===== src/rtl/cl_capture_ctrl.sv =====
// cl_capture_ctrl: capture sequencer between the Camera Link receive AXIS
// stream and a downstream video DMA. Arms on cmd_start, aligns to the next
// start-of-frame (tuser), forwards whole frames only and stops after
// frame_count_cfg frames (0 = continuous) or at the frame boundary after
// cmd_stop. The non-stallable receiver feeds a FIFO of FIFO_DEPTH beats; the
// beat presented on M_AXIS is the FIFO head, held in registers.
//
// Optional build macro: CL_LINE_CHECK_EN enables per-frame line-length
// checking (line_len_err); without it line_len_err is tied to 0.
//
// Ports:
//   M_AXIS_aclk, M_AXIS_aresetn   clock, async active-low reset
//   S_AXIS_*                      receiver stream in (tready tied to 1)
//   fval                          Camera Link frame-valid, beat aligned
//   M_AXIS_*                      registered stream out to the DMA
//   cmd_start, cmd_stop           one-cycle software commands
//   frame_count_cfg               frames to capture, sampled at cmd_start
//   busy, frames_done             capture status
//   overflow, line_len_err        sticky error flags, cleared at cmd_start
module cl_capture_ctrl #(
    parameter int unsigned C_AXIS_TDATA_WIDTH = 16,
    parameter int unsigned FIFO_DEPTH         = 16
) (
    input  logic                          M_AXIS_aclk,
    input  logic                          M_AXIS_aresetn,
    input  logic                          S_AXIS_tvalid,
    input  logic [C_AXIS_TDATA_WIDTH-1:0] S_AXIS_tdata,
    input  logic                          S_AXIS_tlast,
    input  logic                          S_AXIS_tuser,
    output logic                          S_AXIS_tready,
    input  logic                          fval,
    input  logic                          M_AXIS_tready,
    output logic                          M_AXIS_tvalid,
    output logic [C_AXIS_TDATA_WIDTH-1:0] M_AXIS_tdata,
    output logic                          M_AXIS_tlast,
    output logic                          M_AXIS_tuser,
    input  logic                          cmd_start,
    input  logic                          cmd_stop,
    input  logic [15:0]                   frame_count_cfg,
    output logic                          busy,
    output logic [15:0]                   frames_done,
    output logic                          overflow,
    output logic                          line_len_err
);

    localparam int unsigned DW = C_AXIS_TDATA_WIDTH;
    localparam int unsigned EW = DW + 2;
    localparam int unsigned AW = (FIFO_DEPTH > 2) ? $clog2(FIFO_DEPTH) : 1;
    localparam int unsigned CW = AW + 1;

    typedef enum logic [1:0] {S_IDLE, S_ARMED, S_CAPTURE, S_DRAIN} state_t;

    state_t         state, state_nxt;
    logic           fval_q;
    logic [15:0]    cfg_q;
    logic           stop_pending, stop_pending_nxt;
    logic [15:0]    frames_nxt;
    logic           start_c;
    logic           push_req;
    logic           fval_fall;

    logic [EW-1:0]  mem [FIFO_DEPTH];
    logic [AW-1:0]  wr_ptr, rd_ptr, rd_nxt;
    logic [CW-1:0]  count, count_nxt;
    logic           full, push, pop, drop;
    logic [EW-1:0]  wdata, head_nxt;

    assign S_AXIS_tready = 1'b1;
    assign fval_fall     = fval_q & ~fval;

    // Next-state and frame accounting
    always_comb begin
        state_nxt        = state;
        stop_pending_nxt = stop_pending;
        frames_nxt       = frames_done;
        start_c          = 1'b0;
        push_req         = 1'b0;
        case (state)
            S_IDLE: begin
                // stop wins over a simultaneous start
                if (cmd_start && !cmd_stop) begin
                    start_c          = 1'b1;
                    stop_pending_nxt = 1'b0;
                    frames_nxt       = 16'd0;
                    state_nxt        = S_ARMED;
                end
            end
            S_ARMED: begin
                if (cmd_stop) begin
                    state_nxt = S_DRAIN;
                end else if (S_AXIS_tvalid && S_AXIS_tuser) begin
                    push_req  = 1'b1;
                    state_nxt = S_CAPTURE;
                end
            end
            S_CAPTURE: begin
                push_req = S_AXIS_tvalid;
                if (cmd_stop) stop_pending_nxt = 1'b1;
                if (fval_fall) begin
                    if (frames_done != 16'hFFFF) frames_nxt = frames_done + 16'd1;
                    if (stop_pending || cmd_stop ||
                        (cfg_q != 16'd0 && frames_nxt == cfg_q)) begin
                        state_nxt = S_DRAIN;
                    end else begin
                        state_nxt = S_ARMED;
                    end
                end
            end
            S_DRAIN: begin
                if (count == CW'(0) && !M_AXIS_tvalid) state_nxt = S_IDLE;
            end
            default: state_nxt = S_IDLE;
        endcase
    end

    // Sequencer registers
    always_ff @(posedge M_AXIS_aclk or negedge M_AXIS_aresetn) begin
        if (!M_AXIS_aresetn) begin
            state        <= S_IDLE;
            fval_q       <= 1'b0;
            cfg_q        <= 16'd0;
            stop_pending <= 1'b0;
            frames_done  <= 16'd0;
            overflow     <= 1'b0;
            busy         <= 1'b0;
        end else begin
            state        <= state_nxt;
            fval_q       <= fval;
            stop_pending <= stop_pending_nxt;
            frames_done  <= frames_nxt;
            busy         <= (state_nxt != S_IDLE);
            if (start_c) begin
                cfg_q    <= frame_count_cfg;
                overflow <= 1'b0;
            end else if (drop) begin
                overflow <= 1'b1;
            end
        end
    end

    // FIFO control; a full FIFO still accepts a push when the head pops
    assign wdata     = {S_AXIS_tuser, S_AXIS_tlast, S_AXIS_tdata};
    assign full      = (count == CW'(FIFO_DEPTH));
    assign pop       = M_AXIS_tvalid & M_AXIS_tready;
    assign push      = push_req & (~full | pop);
    assign drop      = push_req & full & ~pop;
    assign count_nxt = count + CW'(push) - CW'(pop);
    assign rd_nxt    = rd_ptr + AW'(pop);
    // Bypass the memory when the pushed beat becomes the new head
    assign head_nxt  = (push && (count - CW'(pop)) == CW'(0)) ? wdata : mem[rd_nxt];

    always_ff @(posedge M_AXIS_aclk) begin
        if (push) mem[wr_ptr] <= wdata;
    end

    // Pointers and registered head beat
    always_ff @(posedge M_AXIS_aclk or negedge M_AXIS_aresetn) begin
        if (!M_AXIS_aresetn) begin
            wr_ptr        <= AW'(0);
            rd_ptr        <= AW'(0);
            count         <= CW'(0);
            M_AXIS_tvalid <= 1'b0;
            M_AXIS_tdata  <= DW'(0);
            M_AXIS_tlast  <= 1'b0;
            M_AXIS_tuser  <= 1'b0;
        end else begin
            if (push) wr_ptr <= wr_ptr + AW'(1);
            rd_ptr        <= rd_nxt;
            count         <= count_nxt;
            M_AXIS_tvalid <= (count_nxt != CW'(0));
            if (count_nxt != CW'(0)) begin
                {M_AXIS_tuser, M_AXIS_tlast, M_AXIS_tdata} <= head_nxt;
            end
        end
    end

`ifdef CL_LINE_CHECK_EN
    logic [15:0] line_cnt;
    logic [15:0] line_ref;
    logic [15:0] cnt_cur;
    logic        first_line;

    // tuser beat is the first beat of a new line
    assign cnt_cur = (S_AXIS_tuser ? 16'd0 : line_cnt) + 16'd1;

    // First line after tuser sets the reference; later lines must match it
    always_ff @(posedge M_AXIS_aclk or negedge M_AXIS_aresetn) begin
        if (!M_AXIS_aresetn) begin
            line_cnt     <= 16'd0;
            line_ref     <= 16'd0;
            first_line   <= 1'b0;
            line_len_err <= 1'b0;
        end else if (start_c) begin
            line_cnt     <= 16'd0;
            first_line   <= 1'b0;
            line_len_err <= 1'b0;
        end else if (push) begin
            if (S_AXIS_tlast) begin
                line_cnt <= 16'd0;
                if (S_AXIS_tuser || first_line) begin
                    line_ref   <= cnt_cur;
                    first_line <= 1'b0;
                end else if (cnt_cur != line_ref) begin
                    line_len_err <= 1'b1;
                end
            end else begin
                line_cnt <= cnt_cur;
                if (S_AXIS_tuser) first_line <= 1'b1;
            end
        end
    end
`else
    assign line_len_err = 1'b0;
`endif

endmodule


===== config.mk =====
export PLATFORM = sky130hd
export DESIGN_NAME = cl_capture_ctrl
export DESIGN_NICKNAME = d
export VERILOG_FILES = /design/src/rtl/cl_capture_ctrl.sv
export SDC_FILE = /design/constraint.sdc
export NUM_CORES = 1
export LEC_CHECK = 0
export ABC_CLOCK_PERIOD_IN_PS = 3700
export BUFFER_PORTS_ARGS = -buffer_cell sky130_fd_sc_hd__buf_2
export CORE_AREA = 8 8 203 205
export DETAILED_ROUTE_END_ITERATION = 8
export DIE_AREA = 0 0 211 213
export GPL_TIMING_DRIVEN = 1
export MAX_ROUTING_LAYER = met4
export PLACE_DENSITY_LB_ADDON = 0.3
export SLEW_MARGIN = 0
export SYNTH_ARGS = -nofsm -noshare
export SYNTH_HDL_FRONTEND = slang
export SYNTH_SLANG_ARGS = --single-unit

===== constraint.sdc =====
create_clock -name M_AXIS_aclk -period 3.7 [get_ports M_AXIS_aclk]
set_input_delay 1.11 -clock M_AXIS_aclk [delete_from_list [all_inputs] [get_ports M_AXIS_aclk]]
set_output_delay 1.11 -clock M_AXIS_aclk [all_outputs]
set_load 0.1 [all_outputs]

==> Yosys cells after proc, flatten, opt, wreduce, memory -nomap -nowiden <==
Memories as Yosys holds them, arrays and structs flattened.
Index checks and enable logic that the tools add are counted.
{ "totals": {"input_bits": 41, "register_bits": 70, "mem_count": 1, "output_inout_bits": 39, "ram_bits": 288} }
{ "op_classes": {"muxes": 26, "n_eq_ne": 9, "n_addsub": 6, "n_bitwise": 9, "n_reduce_logical": 19} }
{ "memory_table": {"columns": ["name", "words", "word_bits", "rd", "rd_clocked_by_memory_dff", "wr", "line", "source"], "rows": [
  ["mem", 16, 18, 1, 0, 1, "62", "logic [EW-1:0] mem [FIFO_DEPTH];"]
]} }
{ "op_table": {"columns": ["operator", "count"], "rows": [
  ["16-bit two-way mux", 5],
  ["16-bit case mux with 2 select lines", 1],
  ["18-bit two-way mux", 1],
  ["16-bit by 1-bit adder with 16-bit output (second input constant)", 1],
  ["16-bit == test", 1],
  ["16-bit inequality test (second input constant)", 1],
  ["16-bit nonzero test", 1],
  ["2-bit two-way mux", 6],
  ["5-bit logical NOT", 2],
  ["1-bit two-way mux", 10],
  ["5-bit by 1-bit subtractor with 5-bit output", 2],
  ["2-bit case mux with 4 select lines", 1],
  ["2-bit inequality test (second input constant)", 3],
  ["3-bit AND reduction", 2],
  ["2-bit nonzero test", 3],
  ["5-bit by 1-bit adder with 5-bit output", 1],
  ["1-bit bitwise AND", 5],
  ["5-bit == test (second input constant)", 1],
  ["1-bit logical AND", 5],
  ["5-bit nonzero test", 1],
  ["4-bit by 1-bit adder with 4-bit output", 1],
  ["4-bit by 1-bit adder with 4-bit output (second input constant)", 1],
  ["2-bit == test (second input constant)", 2],
  ["1-bit case mux with 2 select lines", 2],
  ["other kinds (6)", 10]
]} }

==> Longest topological paths before layout <==
Gate-level depths: netlist of run 1.
{ "depth": {"depth_word": 11, "mapped_depth": 21} }

==> Worst setup path before layout of run 1 <==
OpenSTA, ideal clock, no wires.
{ "synth_path": {"path_kind": "input-to-reg", "startpoint": "in S_AXIS_tuser", "endpoint": "reg M_AXIS_tdata[10]", "path_slack_ps": -317, "setup_time_ps": 78, "path_stages": 19, "t_arrival_ps": 3939, "n_path_buf": 3, "path_cell_list": "nand2_1 nor2_1 o211ai_1 nor2b_1 clkbuf_1 inv_1 ha_1 inv_1 ha_1 inv_1 fa_1 o21bai_1 a21oi_1 xnor2_1 nand2b_1 clkbuf_1 clkbuf_1 nor2_1 a21oi_1"} }
{ "synth_between": {"elab_chain_cells": 8, "elab_cells_between_ends": 10, "classes_between": "add/sub: 2; mux: 4; bitwise: 1; reduce/logical: 3"} }
{ "synth_rtl": {"columns": ["element", "line", "source"], "rows": [
  ["from (decl)", "29", "input logic S_AXIS_tuser,"],
  ["1-bit logical AND", "91", "end else if (S_AXIS_tvalid && S_AXIS_tuser) begin"],
  ["1-bit two-way mux", "91", null],
  ["1-bit two-way mux", "89", "if (cmd_stop) begin"],
  ["1-bit case mux with 2 select lines", "78", "case (state)"],
  ["1-bit bitwise AND", "145", "assign push = push_req & (~full | pop);"],
  ["5-bit by 1-bit adder with 5-bit output", "147", "assign count_nxt = count + CW'(push) - CW'(pop);"],
  ["5-bit by 1-bit subtractor with 5-bit output", "147", null],
  ["net count_nxt[4]", "64", "logic [CW-1:0] count, count_nxt;"],
  ["5-bit nonzero test", "171", "if (count_nxt != CW'(0)) begin"],
  ["to (signal assigned)", "172", "{M_AXIS_tuser, M_AXIS_tlast, M_AXIS_tdata} <= head_nxt;"],
  ["to (decl)", "34", "output logic [C_AXIS_TDATA_WIDTH-1:0] M_AXIS_tdata,"]
]} }
The timed path passes the listed nets, and every way through them passes these cells.
A chain may end at the register's enable or synchronous reset.

==> Final worst setup path of run 1 <==
{ "layout_path": {"startpoint": "reg count[2]", "endpoint": "reg M_AXIS_tdata[15]"} }
{ "layout_between": {"elab_chain_cells": 7, "elab_cells_between_ends": 11, "classes_between": "add/sub: 3; eq/ne: 1; mux: 1; bitwise: 3; reduce/logical: 3"} }
{ "layout_rtl": {"columns": ["element", "line", "source"], "rows": [
  ["from (decl)", "64", null],
  ["from (signal assigned)", "169", "count <= count_nxt;"],
  ["5-bit == test", "143", "assign full = (count == CW'(FIFO_DEPTH));"],
  ["1-bit NOT", "145", null],
  ["1-bit OR", "145", null],
  ["1-bit bitwise AND", "145", null],
  ["5-bit by 1-bit adder with 5-bit output (*)", "147", null],
  ["5-bit by 1-bit subtractor with 5-bit output (*)", "147", null],
  ["net count_nxt[4]", "64", null],
  ["5-bit nonzero test (*)", "171", null]
]} }
The timed path passes the listed nets; every way through them passes the cells marked *.

==> qor.yml, run 1 <==
global_routing:
  grt_pass1_vias: 8438
  grt_overflow: 0
  grt_pass1_wl_mm: 52.30
  gr-usage-all-layers_pct: 15.81
  grt_max_degree: 42
  antenna_found_initial: 1
layout:
  layout_common_cells: "edfxtp_1, mux4_2, buf_2, dfrtp_1, clkbuf_16"
  areaGrowthSynthToFinish_pct: 18.17
  n_fill_cell: 3215
  drive_above_1_share_pct: 31.07
  layout.nets: 1032
  final_common_cell: "edfxtp_1"
critical_path:
  start_kind: "register"
  cp.required_ns: 4.15
  crit_top_cell: "inv_1"
  critical_path_class: "register to register"
  endpoint_kind: "register"
  reg2reg_slack_ns: 0.30
  critPathArrivalTime_ns: 3.86
  crit_chain: "inv_1, ha_1, nor3b_1, nand3_1, nor2b_1, inv_1, ha_1, inv_1, ha_1, inv_1, fa_1, o21bai_1, a21oi_1, xnor2_1, nand2b_2, buf_12, nor2_1, a21oi_1"
  max_stage_delay_ns: 0.42
  cp_max_fo: 37
  cpMaxStageDelayCell: "fa_1"
detailed_routing:
  wire_per_inst_um: 22.12
  wl_mm: 33.63
  dr_total_vias: 7942
  drc: 0
  drt_first_iter_violations: 566
  dr.pass1.iters: 5
  drtAntennaViolNets: 0
  vias_per_cell: 5.225
pwr:
  total_power_mw: 14.88
  p_per_area_nw_per_um2: 840.6
  power_leakage_nw: 6.297
  vdd_drop_max_uv: 694.6
placed_design:
  port_buffers: 77
  dp_slack_ns: -0.1113
  hpwl_mm: 21.35
  globalplace.congestion: 0.8164
cts:
  cts_setup_buffers: 0
  htree_levels: 2
  numCtsBuffers: 40
  cts_hold_buffers: 0
  cts.sinks: 358
  root_buffer: "clkbuf_16"
  clkTransAtPathRegs_ns: 0.06
  clk_latency_ns: 0.55
  cts_buffer_depth: 3
  ctsResizeCount: 0
  tritoncts: "yes"
die:
  core_region_area_um2: 38110
  start_util_pct: 39.32
  rows: 72
  io_pins: 80
  die_x_um: 211
  dieHeight_um: 213
  dieArea_um2: 44940
synth:
  async_flop_share_pct: 19.55
  seq_area_frac_synth_pct: 69.41
  syn_inst: 838
  synth_edf_count: 288
  ys_types: 62
  syn_nets: 900
  yosysWarnings: 0
  ys_ff_latch: 358
  avgSynthCellArea_um2: 17.88
  synth_area_um2: 14980
  synth_top_flop_cell: "edfxtp_1"
timing:
  setup_viol: 0
  max_clock_freq_mhz: 293.8
  timing.final.ws_setup_ns: 0.2963
  tightestPinTransition_ns: 0.6230
  fin_crit_sh_pct: 91.99
  slew_violations: 0
  relSlewSlack_pct: 58.12
  finalHoldViolations: 0
  rsz0062_at_grt: "false"
  fin_worst_skew_ns: 0.01676
  layout_min_cycle_time_ns: 3.404
job:
  maxCapViolations: 0
outcome:
  status: "completed"
worst_hold_path:
  hp-class: "primary input to asynchronous set/reset pin"
-- worst paths after layout --
| kind | from | to | cells after the start |
|---|---|---|---|
| min in group M_AXIS_aclk | M_AXIS_tdata[4] | M_AXIS_tdata[4] | 2 |
| worst min-delay path | M_AXIS_aresetn | cfg_q[8] | 1 |
| worst max register to register | count[2] | M_AXIS_tdata[15] | 18 |
| max in group asynchronous | M_AXIS_aresetn | M_AXIS_tdata[1] | 2 |
| worst min register to register | M_AXIS_tdata[4] | M_AXIS_tdata[4] | 2 |
| worst max-delay path | count[2] | M_AXIS_tdata[15] | 18 |
-- per-stage QoR --
stage | TNS (ns) | cells | util (%) | area, µm² | hold WS [ns]
after floorplan | 0 | 838 | - | 15000 | 0.4751
after global placement | -0.8069 | 1446 | 43.13 | 16440 | 0.5054
after detailed placement | -1.602 | 1446 | 43.13 | 16440 | 0.5237
after CTS | 0 | 1519 | 46.46 | 17700 | 0.4780
after global routing | 0 | 1520 | 46.46 | 17710 | 0.5037
final | 0 | 1520 | 46.46 | 17710 | 0.4956
-- cells in the mapped netlist, drive strengths merged (11+ instances only) --
library cell    n  area share [%]
edfxtp        288              58
buf            17            0.71
ha             20             1.7
nor2           30            0.75
and2           19            0.80
xnor2          24             1.5
inv            23            0.58
mux2i          19             1.3
mux2           16             1.2
nand4          11            0.54
a21oi          36             1.2
o21ai          25            0.84
dfrtp          70              12
nand2          38             1.1
mux4           90              14
clkbuf         20            0.57
-- power breakdown --
group	total, mW	internal (mW)	leakage [nW]	switching [mW]
sequential	5.04	4.73	3.45	0.313
combinational	6.04	2.85	2.22	3.19
clock	3.81	2.23	0.626	1.58
total	14.9	9.80	6.30	5.08
-- worst max-delay path, delay by kind of cell (launching register included) --
family / cells / cell delay, ns
xor+xnor: 1 / 0.18
fa+ha+maj: 4 / 1.00
flops: 1 / 0.41
buf+inv: 5 / 0.53
compound gates: 3 / 0.36
simple gates: 5 / 0.82
-- state kept, by name (all words and copies together), names as in the netlist, 2 cells and up --
name          flops
frames_done      16
mem             288
M_AXIS_tdata     16
wr_ptr            4
count             5
cfg_q            16
rd_ptr            4
state             2
-- area by class of cell --
| cell class | count | area, µm² | share of cell area, % |
|---|---|---|---|
| well taps | 518 | 648.1 | 3.661 |
| diodes | 1 | 2.502 | 0.01413 |
| repair buffers | 127 | 950.9 | 5.371 |
| flip-flops and latches | 358 | 10400 | 58.74 |
| multi-input cells | 420 | 4352 | 24.58 |
| inverters | 23 | 86.33 | 0.4876 |
| clock inverters | 23 | 186.4 | 1.053 |
| clock buffers | 50 | 1080 | 6.099 |
-- routing by layer --
metal,GRT usage [%],wire length (µm)
met5,-,0
met4,4.730,715
met3,2.759,1679
met2,25.55,16750
met1,20.38,14480
-- cell families (layout without fill, tap and decap cells) --
| group | Yosys count | count (layout) | share of synthesized area [%] |
|---|---|---|---|
| DFF | 358 | 358 | 69.41 |
| and+or+nand+nor | 148 | 148 | 5.319 |
| muxes | 125 | 125 | 16.00 |
| AOI/OAI and AO/OA | 93 | 93 | 3.691 |
| buffers and inverters | 60 | 223 | 1.854 |
| xor gates and xnor gates | 30 | 30 | 1.804 |
| adders and majority gates | 22 | 22 | 1.871 |
| other | 2 | 3 | 0.05012 |
No activity file was read; power rests on OpenSTA's default activity.
==> inputs of run 2 (changes only) <==
CORE_AREA = 8 8 216 218   (was 8 8 203 205)
DIE_AREA = 0 0 224 226   (was 0 0 211 213)
==> qor.yml, run 2 (same netlist as run 1, synthesis figures left out) <==
pwr:
  p_int_mw: 10.23  # was 9.801 mW
  p_seq_share_pct: 32.7  # was 33.9%
  comb_power_share_pct: 40.8  # was 40.6%
  switching_share_pct: 33.55  # was 34.15%
  p_per_area_nw_per_um2: 854.0  # was 840.6 nW/µm²
  power_leakage_nw: 6.381  # was 6.297 nW
  vdd_drop_max_uv: 386.8  # was 694.6 µV
  p_switching_mw: 5.166  # was 5.083 mW
  pwr-share-clk_pct: 26.5  # was 25.6%
die:
  start_util_pct: 34.48  # was 39.32%
  die_x_um: 224  # was 211 µm
  rows: 77  # was 72
  core_region_area_um2: 43450  # was 38,110 µm²
  dieHeight_um: 226  # was 213 µm
  io_pins: 80  # unchanged
  dieArea_um2: 50620  # was 44,940 µm²
cts:
  clk_latency_ns: 0.56  # was 0.55 ns
  clkTransAtPathRegs_ns: 0.06  # about the same
  htree_levels: 2  # unchanged
  ctsResizeCount: 0  # unchanged
  numCtsBuffers: 40  # unchanged
  tritoncts: "yes"  # unchanged
  cts_buffer_depth: 3  # unchanged
  cts_setup_buffers: 0  # unchanged
  root_buffer: "clkbuf_16"  # unchanged
  cts_hold_buffers: 0  # unchanged
  cts.sinks: 358  # unchanged
critical_path:
  max_stage_delay_ns: 0.43  # was 0.42 ns
  crit_top_cell: "inv_1"  # unchanged
  critPathArrivalTime_ns: 3.81  # was 3.86 ns
  cpMaxStageDelayCell: "fa_1"  # unchanged
  crit_chain: "inv_1, ha_1, nor3b_2, nand3_1, nor2b_1, inv_1, ha_1, inv_1, ha_1, inv_1, fa_1, xor2_1, nor4_2, nand2b_4, buf_12, nor2_1, a21oi_1"  # was inv_1, ha_1, nor3b_1, nand3_1, nor2b_1, inv_1, ha_1, inv_1, ha_1, inv_1, fa_1, o21bai_1, a21oi_1, xnor2_1, nand2b_2, buf_12, nor2_1, a21oi_1
  cp.required_ns: 4.12  # was 4.15 ns
  cp_max_fo: 24  # was 37
  start_kind: "register"  # unchanged
  endpoint_kind: "register"  # unchanged
  critical_path_class: "register to register"  # unchanged
timing:
  relSlewSlack_pct: 57.57  # was 58.12%
  setup_viol: 0  # unchanged
  holdWs_ns: 0.4279  # was 0.4956 ns
  fin_worst_skew_ns: 0.02064  # was 0.01676 ns
  finalHoldViolations: 0  # unchanged
  fin_crit_sh_pct: 91.49  # was 91.99%
  rsz0062_at_grt: "false"  # unchanged
  tightestPinTransition_ns: 0.6311  # was 0.6230 ns
  timing.final.ws_setup_ns: 0.3147  # was 0.2963 ns
  slew_violations: 0  # unchanged
  max_clock_freq_mhz: 295.4  # was 293.8 MHz
  layout_min_cycle_time_ns: 3.385  # was 3.404 ns
global_routing:
  grt_max_degree: 57  # was 42
  antenna_found_initial: 2  # was 1
  grt_overflow: 0  # unchanged
  grt_pass1_vias: 8308  # was 8,438
  grt_pass1_wl_mm: 52.24  # was 52.30 mm
  gr-usage-all-layers_pct: 14.01  # was 15.81%
detailed_routing:
  drc: 0  # unchanged
  drt_first_iter_violations: 692  # was 566
  wl_mm: 34.34  # was 33.63 mm
  wire_per_inst_um: 21.44  # was 22.12 µm
  dr_total_vias: 8006  # was 7,942
  dr.pass1.iters: 4  # was 5
  vias_per_cell: 4.998  # was 5.225
  drtAntennaViolNets: 0  # unchanged
layout:
  top_register: "mem"  # unchanged
  layout_common_cells: "edfxtp_1, mux4_2, buf_2, dfrtp_1, clkbuf_16"  # unchanged
  areaGrowthSynthToFinish_pct: 20.33  # was 18.17%
  layout.nets: 1039  # was 1,032
  largest_reg_flops: 288  # unchanged
  final_common_cell: "edfxtp_1"  # unchanged
  drive_above_1_share_pct: 31.75  # was 31.07%
  post-route-cell-area_um2: 18030  # was 17,710 µm²
job:
  maxCapViolations: 0  # unchanged
placed_design:
  hpwl_mm: 21.29  # was 21.35 mm
  placed_cell_area_um2: 16630  # was 16,440 µm²
  port_buffers: 77  # unchanged
  dp_slack_ns: -0.1915  # was -0.1113 ns
  globalplace.congestion: 0.8247  # was 0.8164
worst_hold_path:
  hp-class: "primary input to asynchronous set/reset pin"  # unchanged
outcome:
  status: "completed"  # unchanged
[run 2: cell count changes in the layout (fill, tap and decap cells not counted), moves of 2 or more]
cell       delta
clkbuf_8      +4
buf_4         +3
clkinv_2     -10
bufinv_16     +3
buf_12        +4
ha_2          +2
clkbuf_1      +4
ha_1          -2
clkinv_1      -2
[run 2: final timing paths]
path,end,cells after the start,from,slack (ns)
worst max-delay path,M_AXIS_tdata[10],17,count[2],0.31
worst min-delay path,M_AXIS_tuser,1,M_AXIS_aresetn,0.43
worst max register to register,M_AXIS_tdata[10],17,count[2],0.31
worst min register to register,M_AXIS_tdata[15],2,M_AXIS_tdata[15],0.52
max in group asynchronous,M_AXIS_tdata[13],2,M_AXIS_aresetn,2.67
min in group M_AXIS_aclk,M_AXIS_tdata[15],2,M_AXIS_tdata[15],0.52
[run 2: critical path, delay by kind of cell, from the launching register on]
family,cells,cell delay (ns)
buffers and inverters,5,0.47
AOI/OAI and AO/OA,1,0.06
xor gates and xnor gates,1,0.18
and+or+nand+nor,6,1.03
adders and majority gates,4,1.10
DFF,1,0.40
[run 2: power by group through the flow]
stage / combinational [mW] / sequential [mW] / clock (mW)
floorplan: 3.64 / 5.86 / 0
global placement: 6.31 / 5.11 / 0
detailed placement: 6.35 / 5.11 / 0
CTS: 6.36 / 5.03 / 4.20
global route: 6.77 / 5.07 / 4.34
finish: 6.28 / 5.03 / 4.09
[run 2: cell type report]
type                    count  area, µm²
inverters                  23      86.33
flip-flops and latches    358      10400
repair buffers            134       1054
well taps                 592      740.7
multi-input cells         420       4373
diodes                      2      5.005
clock inverters            16      246.5
fillers                  3852      25420
clock buffers              57       1125
[run 2: per-layer routing]
metal	global-route usage [%]	vias up	part of all wire, %
met2	22.44	185	48
met1	17.98	4172	45
li1	-	3603	-
met3	2.688	46	4.8
met4	4.312	0	2.1
met5	-	-	0
[run 2: stage by stage]
step                      util, %  setup TNS (ns)  power, mW  std cells
after floorplan                 -               0      9.504        838
after global placement      38.28          -2.005      11.41       1527
after detailed placement    38.28          -2.982      11.46       1527
after CTS                   41.43               0      15.59       1600
after global routing        41.50               0      16.19       1602
final                       41.50               0      15.40       1602
